<file path="config.mk">
export PLATFORM = sky130hd
export DESIGN_NAME = reg_port_master
export DESIGN_NICKNAME = d
export VERILOG_FILES = /design/src/rtl/reg_port_master.sv
export SDC_FILE = /design/constraint.sdc
export NUM_CORES = 1
export LEC_CHECK = 0
export BUFFER_PORTS_ARGS = -buffer_cell sky130_fd_sc_hd__buf_2
export CAP_MARGIN = 20
export CORE_ASPECT_RATIO = 0.7
export CORE_MARGIN = 5
export CORE_UTILIZATION = 43
export CTS_BUF_LIST = sky130_fd_sc_hd__clkbuf_8
export DETAILED_ROUTE_END_ITERATION = 7
export GPL_TIMING_DRIVEN = 0
export PLACE_DENSITY = 0.76
export SYNTH_ARGS = -nofsm -noshare
export SYNTH_HDL_FRONTEND = slang
export SYNTH_SLANG_ARGS = --single-unit
</file>
<file path="constraint.sdc">
create_clock -name clk -period 3.75 [get_ports clk]
set_input_delay 0 -clock clk [delete_from_list [all_inputs] [get_ports clk]]
set_output_delay 0 -clock clk [all_outputs]
set_load 0.005 [all_outputs]
</file>
<file path="src/rtl/reg_port_master.sv">
// rtl/reg_port_master.sv - register-file port sequencer for operand fetch and writeback
//
// Purpose:
//   Accepts operand-fetch (rs/rt) and writeback requests from the multi-cycle
//   control path, drives the 32x32 register file's two read ports and its one
//   write port, and captures read data into stable operand registers.
//
// Optional feature (macro REG_PORT_BYPASS_EN):
//   When defined, a simultaneous writeback + operand fetch finishes in one
//   combined WRITE/READ cycle. Operands matching the nonzero writeback address
//   are forwarded from wb_data. When undefined, the sequence is
//   WRITE -> READ -> DONE and no forwarding logic exists.
//
// Ports:
//   clk                 system clock, rising edge
//   resetn              asynchronous reset, active-high (1 = in reset)
//   op_req/op_rs/op_rt  operand-fetch request and source addresses
//   op_ack              one-cycle pulse, op_a/op_b valid
//   op_a/op_b           captured operands, held until the next capture
//   wb_req/wb_addr/wb_data  writeback request, destination and data
//   wb_ack              one-cycle pulse, write issued
//   rf_raddr1/2         registered register-file read addresses
//   rf_rdata1/2         register-file read data (combinational from raddr)
//   rf_wreg/rf_waddr/rf_wdata  register-file write port
//   busy                high whenever the sequencer is not idle

module reg_port_master (
    input  logic        clk,
    input  logic        resetn,
    input  logic        op_req,
    input  logic [4:0]  op_rs,
    input  logic [4:0]  op_rt,
    output logic        op_ack,
    output logic [31:0] op_a,
    output logic [31:0] op_b,
    input  logic        wb_req,
    input  logic [4:0]  wb_addr,
    input  logic [31:0] wb_data,
    output logic        wb_ack,
    output logic [4:0]  rf_raddr1,
    output logic [4:0]  rf_raddr2,
    input  logic [31:0] rf_rdata1,
    input  logic [31:0] rf_rdata2,
    output logic        rf_wreg,
    output logic [4:0]  rf_waddr,
    output logic [31:0] rf_wdata,
    output logic        busy
);

    typedef enum logic [1:0] {
        S_IDLE  = 2'd0,
        S_WRITE = 2'd1,
        S_READ  = 2'd2,
        S_DONE  = 2'd3
    } state_t;

    state_t      state;
    state_t      state_nxt;

    // Operand fetch arrived together with a writeback; serviced after WRITE.
    logic        op_pending;

    logic        latch_wb;
    logic        latch_rd;
    logic        set_pending;
    logic        clr_pending;
    logic        capture;

    logic [31:0] cap_a;
    logic [31:0] cap_b;

    // State register
    always_ff @(posedge clk or posedge resetn) begin
        if (resetn) begin
            state <= S_IDLE;
        end else begin
            state <= state_nxt;
        end
    end

    // Next-state logic; writeback always wins so a read never misses it
    always_comb begin
        state_nxt = state;
        case (state)
            S_IDLE: begin
                if (wb_req) begin
                    state_nxt = S_WRITE;
                end else if (op_req) begin
                    state_nxt = S_READ;
                end
            end
            S_WRITE: begin
                if (op_pending) begin
`ifdef REG_PORT_BYPASS_EN
                    state_nxt = S_DONE;
`else
                    state_nxt = S_READ;
`endif
                end else begin
                    state_nxt = S_IDLE;
                end
            end
            S_READ:  state_nxt = S_DONE;
            S_DONE:  state_nxt = S_IDLE;
            default: state_nxt = S_IDLE;
        endcase
    end

    // Output and datapath-control decode
    always_comb begin
        op_ack      = 1'b0;
        wb_ack      = 1'b0;
        rf_wreg     = 1'b0;
        busy        = (state != S_IDLE);
        latch_wb    = 1'b0;
        latch_rd    = 1'b0;
        set_pending = 1'b0;
        clr_pending = 1'b0;
        capture     = 1'b0;
        case (state)
            S_IDLE: begin
                latch_wb    = wb_req;
                latch_rd    = op_req;
                set_pending = wb_req & op_req;
            end
            S_WRITE: begin
                wb_ack      = 1'b1;
                // Register 0 is hardwired; suppress the strobe but still ack
                rf_wreg     = (rf_waddr != 5'd0);
                clr_pending = 1'b1;
`ifdef REG_PORT_BYPASS_EN
                // Read addresses were latched in IDLE, so WRITE doubles as READ
                capture     = op_pending;
`endif
            end
            S_READ: begin
                capture = 1'b1;
            end
            S_DONE: begin
                op_ack = 1'b1;
            end
            default: begin
                busy = 1'b1;
            end
        endcase
    end

    // Operand selection: zero register forced to 0, optional forwarding
    always_comb begin
        cap_a = rf_rdata1;
        cap_b = rf_rdata2;
`ifdef REG_PORT_BYPASS_EN
        // The register file is written at the end of this same cycle, so its
        // read data is still stale; take the value being written instead.
        if (state == S_WRITE && rf_waddr != 5'd0) begin
            if (rf_raddr1 == rf_waddr) begin
                cap_a = rf_wdata;
            end
            if (rf_raddr2 == rf_waddr) begin
                cap_b = rf_wdata;
            end
        end
`endif
        if (rf_raddr1 == 5'd0) begin
            cap_a = 32'h0;
        end
        if (rf_raddr2 == 5'd0) begin
            cap_b = 32'h0;
        end
    end

    // Datapath registers
    always_ff @(posedge clk or posedge resetn) begin
        if (resetn) begin
            rf_waddr   <= 5'd0;
            rf_wdata   <= 32'h0;
            rf_raddr1  <= 5'd0;
            rf_raddr2  <= 5'd0;
            op_pending <= 1'b0;
            op_a       <= 32'h0;
            op_b       <= 32'h0;
        end else begin
            if (latch_wb) begin
                rf_waddr <= wb_addr;
                rf_wdata <= wb_data;
            end
            if (latch_rd) begin
                rf_raddr1 <= op_rs;
                rf_raddr2 <= op_rt;
            end
            if (set_pending) begin
                op_pending <= 1'b1;
            end else if (clr_pending) begin
                op_pending <= 1'b0;
            end
            if (capture) begin
                op_a <= cap_a;
                op_b <= cap_b;
            end
        end
    end

endmodule
</file>
==> flow_results.org, run 1 <==
** Route
- Antenna viol nets, final :: 0
- Via total after detailed routing :: ~4,500
- Via density per instance :: about 4.9
- The first detailed-routing pass took 4 iterations.
- Number of DRC violations after detailed-routing iteration 0 :: 223
- Top Metal Used :: met4
- Total wire length :: 15,500 um
- Dividing the detail-routed wire length by the instance count gives 17.1 um.
- In the detailed route, the total length drawn on met2 is 7670 um.
- For this run, design rule violations remaining after detail routing come to 0.
- The detailed router put a total of 5740 um of wire on met1.
- After detailed routing, the met3 layer carries 1690 um of wire.

** Worst setup path
- Kind of end point of the critical path :: register
- At the worst endpoint, the required time is 4.08 ns.
- Largest incremental delay on the critical path :: 0.45 ns
- In this run the worst path has a maximum fanout of 10.
- Worst setup SP type :: register
- The critical path is of the register to register type.
- Reg-to-reg setup timing slack :: 2.05 ns
- In this run the critical register-to-register path is launched from state[1].
- In this run the critical register-to-register path is captured at op_b[10].
- At the worst endpoint, the arrival time is 2.03 ns.
- Reg2reg path depth :: 5
- Traced cell by cell, the critical path runs through nor2b_1 > buf_2 > clkbuf_1 > nand2_1 > a21oi_1.
- On the critical path, the stage with the largest delay is an instance of sky130_fd_sc_hd__dfrtp_1.

** Clock tree
- The clock passes through at most 2 buffers.
- Count of hold-fix buffers inserted at cts :: ~110
- In this run, post-CTS repair resized a total of 0 instances.
- After clock tree synthesis, the clock-pin slew on the worst setup and hold paths is 0.07 ns.
- Clock root cell :: sky130_fd_sc_hd__clkbuf_8
- In this run the post-CTS setup repair buffer count came out at 0.
- TritonCTS built the clock tree.
- Skew-Pair Late Insertion Delay :: 0.42 ns
- CTS Buf Count :: 17
- The clock tree synthesis step divided the H-tree into 4 levels.
- CTS sink cnt :: roughly 110

** GRT
- In the global route stage, overall resource usage came out at 0.248.
- Global-route wire length before repair :: 24,600 um
- The total overflow left after global routing is 0.
- Maximum number of pins on one net before global-route repair :: 60
- Number of antenna violations at the first check in global routing :: 0
- The via count of the first global-routing pass was just under 5,000.

** Yosys
- Synthesis produced a netlist with a net count of 516.
- Top cells by instance count after synthesis :: 129 x sky130_fd_sc_hd__nand2_1, 114 x sky130_fd_sc_hd__dfrtp_1, 63 x sky130_fd_sc_hd__a21oi_1
- Primary FF master, synth :: sky130_fd_sc_hd__dfrtp_1
- Of all flip-flops after synthesis, the portion carrying an async set or reset was 1.00.
- Part of the Yosys area used for sequential elements :: 0.628
- In this run the mean area of a mapped cell was 11.3 um2.
- Most frequently used cell type in the post-synthesis netlist :: sky130_fd_sc_hd__nand2_1
- For this run, the number of Yosys warnings is 0.
- Synth top area share :: 0.628
- After synthesis the netlist holds a flip-flop and latch count of about 110.
- Gate Count Post-Synth :: 401
- The synthesized netlist occupies a cell area of approximately 4500 um2.
- Of all cell types, the one taking the most synthesized area is sky130_fd_sc_hd__dfrtp_1.
- In the post-synthesis netlist, the biggest area contributors are sky130_fd_sc_hd__dfrtp_1 63%, sky130_fd_sc_hd__mux2_2 11%, sky130_fd_sc_hd__nand2_1 11%.
- Synth unique cells :: 22
- Post-synth EDFFs :: 0

** Cells and area
- Counting the fill cells in the layout gives around 660.
- After the last flow step, the layout net total stands at 879.
- Area overhead of the layout relative to synthesis :: 64.1%
- Final antenna diode count :: 0
- Excluding fillers, the count of instances in the completed layout stands at 906.
- In the final layout, the share of cells above drive strength 1 is 0.428.
- Utilization of the core after routing :: 0.723

** Power
- Summed over all cells, the static leakage comes to 0.00374 uW.
- In this run the power density over the cells is 769 nW/um2.
- Worst-case vdd ir drop :: 0.000458 V

** Timing
- Based on the critical path, the design can be clocked at up to around 0.6 GHz.
- Clock Skews :: 0.0122 ns
- In the post-route analysis, the smallest setup slack over all paths is 2.05 ns.
- For the finished layout, the period the worst path requires is 1.70 ns.
- Setup violations remaining at the end of the flow were counted as 0.
- The number of hold violations in the final report was 0.
- The worst pin sits at a relative slew slack of 0.525.
- Across all hold checks on the routed design, the worst slack comes to 0.267 ns.
- Setup repair after global routing left no endpoint under its margin.
- Pins over their slew limit :: 0
- For the pin with the worst max-slew slack, the measured transition is roughly 0.7 ns.
- Dividing the final minimum period by the clock period gives 0.454.

** Min path
- Hold crit path type :: input pin to asynchronous set/reset pin

** Placed design
- Timing analysis after detailed placement gives a worst setup slack of 2.08 ns.
- Summed over all nets, the half-perimeter wirelength after detailed placement is 9610 um.
- Once placement completed, the tool counted placed cells totaling around 760.
- At the end of routability-driven placement, the weighted congestion stood at 0.829.
- During placement, the flow inserted port buffers numbering 229.

** Floorplan
- From bottom edge to top edge, the die measures approximately 96 um.
- Starting utilization of the core area :: 0.440
- # rows :: 31
- # IOs :: between 200 and 250
- Die Wd :: 133 um
- The region available for standard cell placement spans 10,300 um2.
- The die covers 12,800 um2.

** Outcome
- Status :: completed

** Job
- Across the run, the number of max-cap violations was 0.
registers in the layout, summed over array words and instances (netlist names):
| register | flops |
|---|---|
| rf_raddr1 | 5 |
| op_a | 32 |
| rf_waddr | 5 |
| op_b | 32 |
| rf_raddr2 | 5 |
| op_pending | 1 |
| state | 2 |
| rf_wdata | 32 |
how the worst max path moves through the flow:
stage	endpoint	slack [ns]	start	cells past startpoint
2_1_floorplan	op_a[0]	0.73	resetn	1
3_3_place_gp	op_b[14]	-0.35	resetn	2
3_5_place_dp	rf_raddr1[0]	2.08	state[0]	4
4_1_cts	rf_raddr1[0]	2.07	state[0]	4
5_1_grt	op_b[19]	1.91	state[1]	5
6_report	op_b[10]	2.05	state[1]	5
area by class of cell:
| class | instances | area, um2 | share of cell area |
|---|---|---|---|
| clock buffers | 24 | 330 | 0.0443 |
| inverters | 4 | 17.5 | 0.00235 |
| multi-input cells | 259 | 1500 | 0.201 |
| flip-flops and latches | 114 | 2850 | 0.383 |
| clock inverters | 5 | 98.8 | 0.0133 |
| repair buffers | 344 | 2310 | 0.311 |
| plain buffers | 24 | 178 | 0.0238 |
| well taps | 132 | 165 | 0.0222 |
critical path, delay by kind of cell (launching register included):
family | cells | cell delay [ns]
compound gates | 1 | 0.18
buf+inv | 2 | 0.71
flops | 1 | 0.45
simple gates | 2 | 0.28
placed cells by master (no fill, tap or decap), types with 2 or more instances in the layout:
| cell | Yosys | layout |
|---|---|---|
| sky130_fd_sc_hd__a21oi_1 | 63 | 63 |
| sky130_fd_sc_hd__a21oi_2 | 3 | 3 |
| sky130_fd_sc_hd__buf_2 | 1 | 230 |
| sky130_fd_sc_hd__buf_4 | 11 | 11 |
| sky130_fd_sc_hd__buf_6 | 6 | 6 |
| sky130_fd_sc_hd__bufinv_16 | 0 | 3 |
| sky130_fd_sc_hd__clkbuf_1 | 6 | 6 |
| sky130_fd_sc_hd__clkbuf_8 | 0 | 24 |
| sky130_fd_sc_hd__dfrtp_1 | 114 | 114 |
| sky130_fd_sc_hd__dlygate4sd3_1 | 0 | 114 |
| sky130_fd_sc_hd__inv_1 | 4 | 4 |
| sky130_fd_sc_hd__mux2_1 | 2 | 2 |
| sky130_fd_sc_hd__mux2_2 | 45 | 45 |
| sky130_fd_sc_hd__nand2_1 | 129 | 129 |
| sky130_fd_sc_hd__nand2b_1 | 2 | 2 |
| sky130_fd_sc_hd__nor2_1 | 4 | 4 |
| sky130_fd_sc_hd__nor3_4 | 2 | 2 |
| sky130_fd_sc_hd__or4_4 | 2 | 2 |
per-layer routing:
metal  track usage  up-vias
met3        0.0987       39
met5             0        -
met1         0.281     2111
met2         0.426      256
met4         0.101        0
li1              -     2045
through the flow:
stage          setup TNS, ns  power, uW  instance area, um2
2_1_floorplan              0       3320                4540
3_3_place_gp          -39.17       4230                5850
3_5_place_dp               0       4330                5880
4_1_cts                    0       5680                7450
5_1_grt                    0       6130                7450
6_report                   0       5740                7450
report_power, final:
group | switching [uW] | total, uW | internal, uW | leakage [uW]
Combinational | 1120 | 2270 | 1140 | 0.00213
Sequential | 387 | 2230 | 1840 | 0.00138
Clock | 471 | 1240 | 769 | 0.000224
cell families after synthesis:
logic type,share of synthesized area
multiplexers,0.116
AND/OR/NAND/NOR,0.135
AO/OA/AOI/OAI,0.0782
flip-flops,0.628
buffers and inverters,0.0424
Power figures use the tool's default switching activity.
==> run 2, diff against run 1 <==
clock period = 1.8 ns   (was 3.75 ns; I/O delays follow)
==> run 2 against run 1 <==
- combinational power is 110% higher
- critical path depth is 1 lower
- highest routed layer unchanged
- clock power rose by 130%
- worst setup slack lost 1.9 ns
==> flow_results.org, run 2 (synthesis gave the netlist of run 1 again) <==
** Outcome
- Status :: completed

** Route
- Number of iterations in the first detailed-routing pass :: 4
- DRC :: 0
- Dividing the detail-routed via count by the number of cells gives 4.88.
- The routed layout has 4,437 vias.
- Wires add up to 15,600 um.
- The count of nets left with antenna violations once routing finished came out at 0.
- After detailed routing, the average wire length per cell comes to about 17 um.
- The first routing iteration left 137 violations.

** Clock tree
- TritonCTS clock tree :: built
- Buffers added to address setup during post-CTS repair amount to 0.
- The number of hold buffers added after CTS was ~110.
- The number of clock buffers added by TritonCTS is 17.
- The number of gates resized after CTS was 0.
- The tree built by TritonCTS fans out to 114 sinks.
- CTS clock-pin slew for the worst setup and hold paths :: approximately 0.07 ns
- The H-tree was split into 4 levels.
- The cell sitting at the root of the clock tree is a sky130_fd_sc_hd__clkbuf_8.
- The clock reaches the later pin of the worst-skew pair after 0.43 ns.
- No sink is reached through more buffers than the 2 on the longest clock path.

** GRT
- Number of antenna violations at the first check in global routing :: 0
- Maximum number of pins on one net before global-route repair :: 44
- Vias in the first global route :: a little under 5,000
- The first global-routing pass estimated roughly 25,000 um of wire.
- Across every metal layer, demand over resource in global routing totals 0.251.
- Overflow left after global routing :: 0

** Cells and area
- Flip-flop and latch area :: 2850 um2
- Number of nets in the final layout :: 880
- Of the cells placed in the final design, the portion with a size suffix greater than 1 is 0.431.
- Final antenna diode count :: 0
- Summing all multi-input logic gate instances after layout gives 1500 um2.
- Registers with the highest flip-flop counts :: op_a (32), op_b (32), rf_wdata (32)
- After filler insertion, the fill cell instance count of the layout stands at 668.
- The library cells used most frequently in the layout, excluding fill and tap cells, are 230 x sky130_fd_sc_hd__buf_2, 129 x sky130_fd_sc_hd__nand2_1, 114 x sky130_fd_sc_hd__dlygate4sd3_1, 114 x sky130_fd_sc_hd__dfrtp_1, 63 x sky130_fd_sc_hd__a21oi_1.
- Most frequent standard cell in the layout excluding fill and tap cells :: sky130_fd_sc_hd__buf_2
- The area growth from synthesis to layout is 65.7%.
- Post-route cell area :: 7530 um2

** Power
- Sw frac :: 0.339
- Cell leakage power :: approximately 0.0038 uW
- The share of total power dissipated in the clock network is 0.237.
- Power after layout :: ~12,000 uW
- IR analysis of the VDD net gives a maximum drop of between 0.0009 and 0.001 V.
- Of the total power, combinational logic draws 0.386.
- Cell internal power was estimated by the tool at 8090 uW.
- In this run the power spent charging and discharging nets is 4150 uW.
- Of the total power, registers draw 0.377.
- Dividing total power by cell area gives a power density of about 1600 nW/um2.

** Placed design
- Weighted congestion at the end of routability-driven global placement :: 0.764
- Summing all placed instances gives a cell area of 5900 um2.
- Final HPWL from detailed placement :: ~9700 um
- Timing analysis after detailed placement gives a worst setup slack of 0.153 ns.
- Number of input and output port buffers inserted :: 229

** Floorplan
- Total die area :: 12,800 um2
- 230 I/O pins were placed.
- # rows :: 31
- Starting utilization of the core area :: 0.440
- Die Wd :: between 100 and 150 um
- After floorplanning, the core was sized to cover approximately 10,000 um2.
- Floorplan die height :: 96 um

** Worst setup path
- Reg2reg path depth :: 4
- Start-to-end type of the worst setup path :: register to register
- In this run the register-to-register setup slack is 0.14 ns.
- Along the worst path, the maximum fanout reaches 10.
- Kind of end point of the critical path :: register
- Critical R2R Launch :: rf_raddr2[0]
- Endpoint of the worst register-to-register path :: op_b[13]
- Data arrival time at the worst-slack endpoint :: 1.96 ns
- Required time at the endpoint of the critical path :: 2.10 ns
- Worst setup SP type :: register

** Job
- Max-cap violations in this run came to 0.

** Timing
- Min Tclk post-route :: 1.66 ns
- Dividing the final minimum period by the clock period gives 0.923.
- Least-Margin Pin Slew :: roughly 0.8 ns
- The number of hold violations in the final report was 0.
- Final count of negative-setup-slack endpoints :: 0
- Clock Skews :: 0.0116 ns
- Slew headroom :: 0.479
- Once routing completed, OpenROAD measured the worst setup slack at around 0.14 ns.
- Based on the critical path, the design can be clocked at up to 0.602 GHz.
- Setup repair after global routing left no endpoint under its margin.
- Pins over their slew limit :: 0

** Min path
- The tightest min-delay check is of the input pin to asynchronous set/reset pin type.
==> run 2: cell count changes in the layout (fill, tap and decap cells not counted), sizes merged <==
cell      before  now
inv            5    4
clkbuf        30   29
clkinvlp       0    3
buf          248  249
bufinv         3    5
==> run 2: how the worst max path moves through the flow <==
stage                             from  cells after the start           end  slack [ns]
final                     rf_raddr2[0]                      4      op_b[13]        0.14
after global routing          state[1]                      5      op_a[22]        0.02
after CTS                     state[0]                      4  rf_wdata[14]        0.14
after detailed placement      state[0]                      4   rf_wdata[6]        0.15
after global placement          resetn                      2       op_a[3]       -0.26
after floorplan               state[0]                      4  rf_wdata[12]        0.32
==> run 2: layout make-up <==
class | instances | share of cell area
Timing Repair Buffer | 345 | 0.309
Sequential cell | 114 | 0.379
Clock buffer | 23 | 0.0420
Tap cell | 132 | 0.0219
Clock inverter | 9 | 0.0231
Buffer | 24 | 0.0236
Inverter | 4 | 0.00249
Multi-Input combinational cell | 259 | 0.199
==> run 2: routing by layer <==
| metal | vias up | part of all wire | track usage |
|---|---|---|---|
| li1 | 2051 | - | - |
| met1 | 2140 | 0.38 | 0.276 |
| met2 | 210 | 0.50 | 0.436 |
| met3 | 36 | 0.097 | 0.107 |
| met4 | 0 | 0.026 | 0.100 |
| met5 | - | 0 | 0 |
==> run 2: worst max-delay path, cell delays in order, from the launching register on <==
cell and delay (ns):
sky130_fd_sc_hd__dfrtp_1 0.40, sky130_fd_sc_hd__or4_4 0.56, sky130_fd_sc_hd__nor3_4 0.32, sky130_fd_sc_hd__buf_6 0.20, sky130_fd_sc_hd__a21oi_1 0.06
==> run 2: power groups by stage <==
stage	clock (uW)	sequential [uW]	combinational (uW)
detailed placement	0	4590	4470
global route	3070	4770	5210
floorplan	0	4650	2280
finish	2900	4620	4720
CTS	2940	4570	4680
global placement	0	4510	4300
==> run 2: per-stage QoR <==
stage                     setup TNS [ns]  hold WS, ns   util  instances
after floorplan                        0        0.125      -        401
after global placement            -28.53        0.215  0.568        762
after detailed placement               0        0.168  0.572        764
after CTS                              0        0.251  0.730        910
after global routing                   0        0.313  0.730        910
final                                  0        0.274  0.730        910
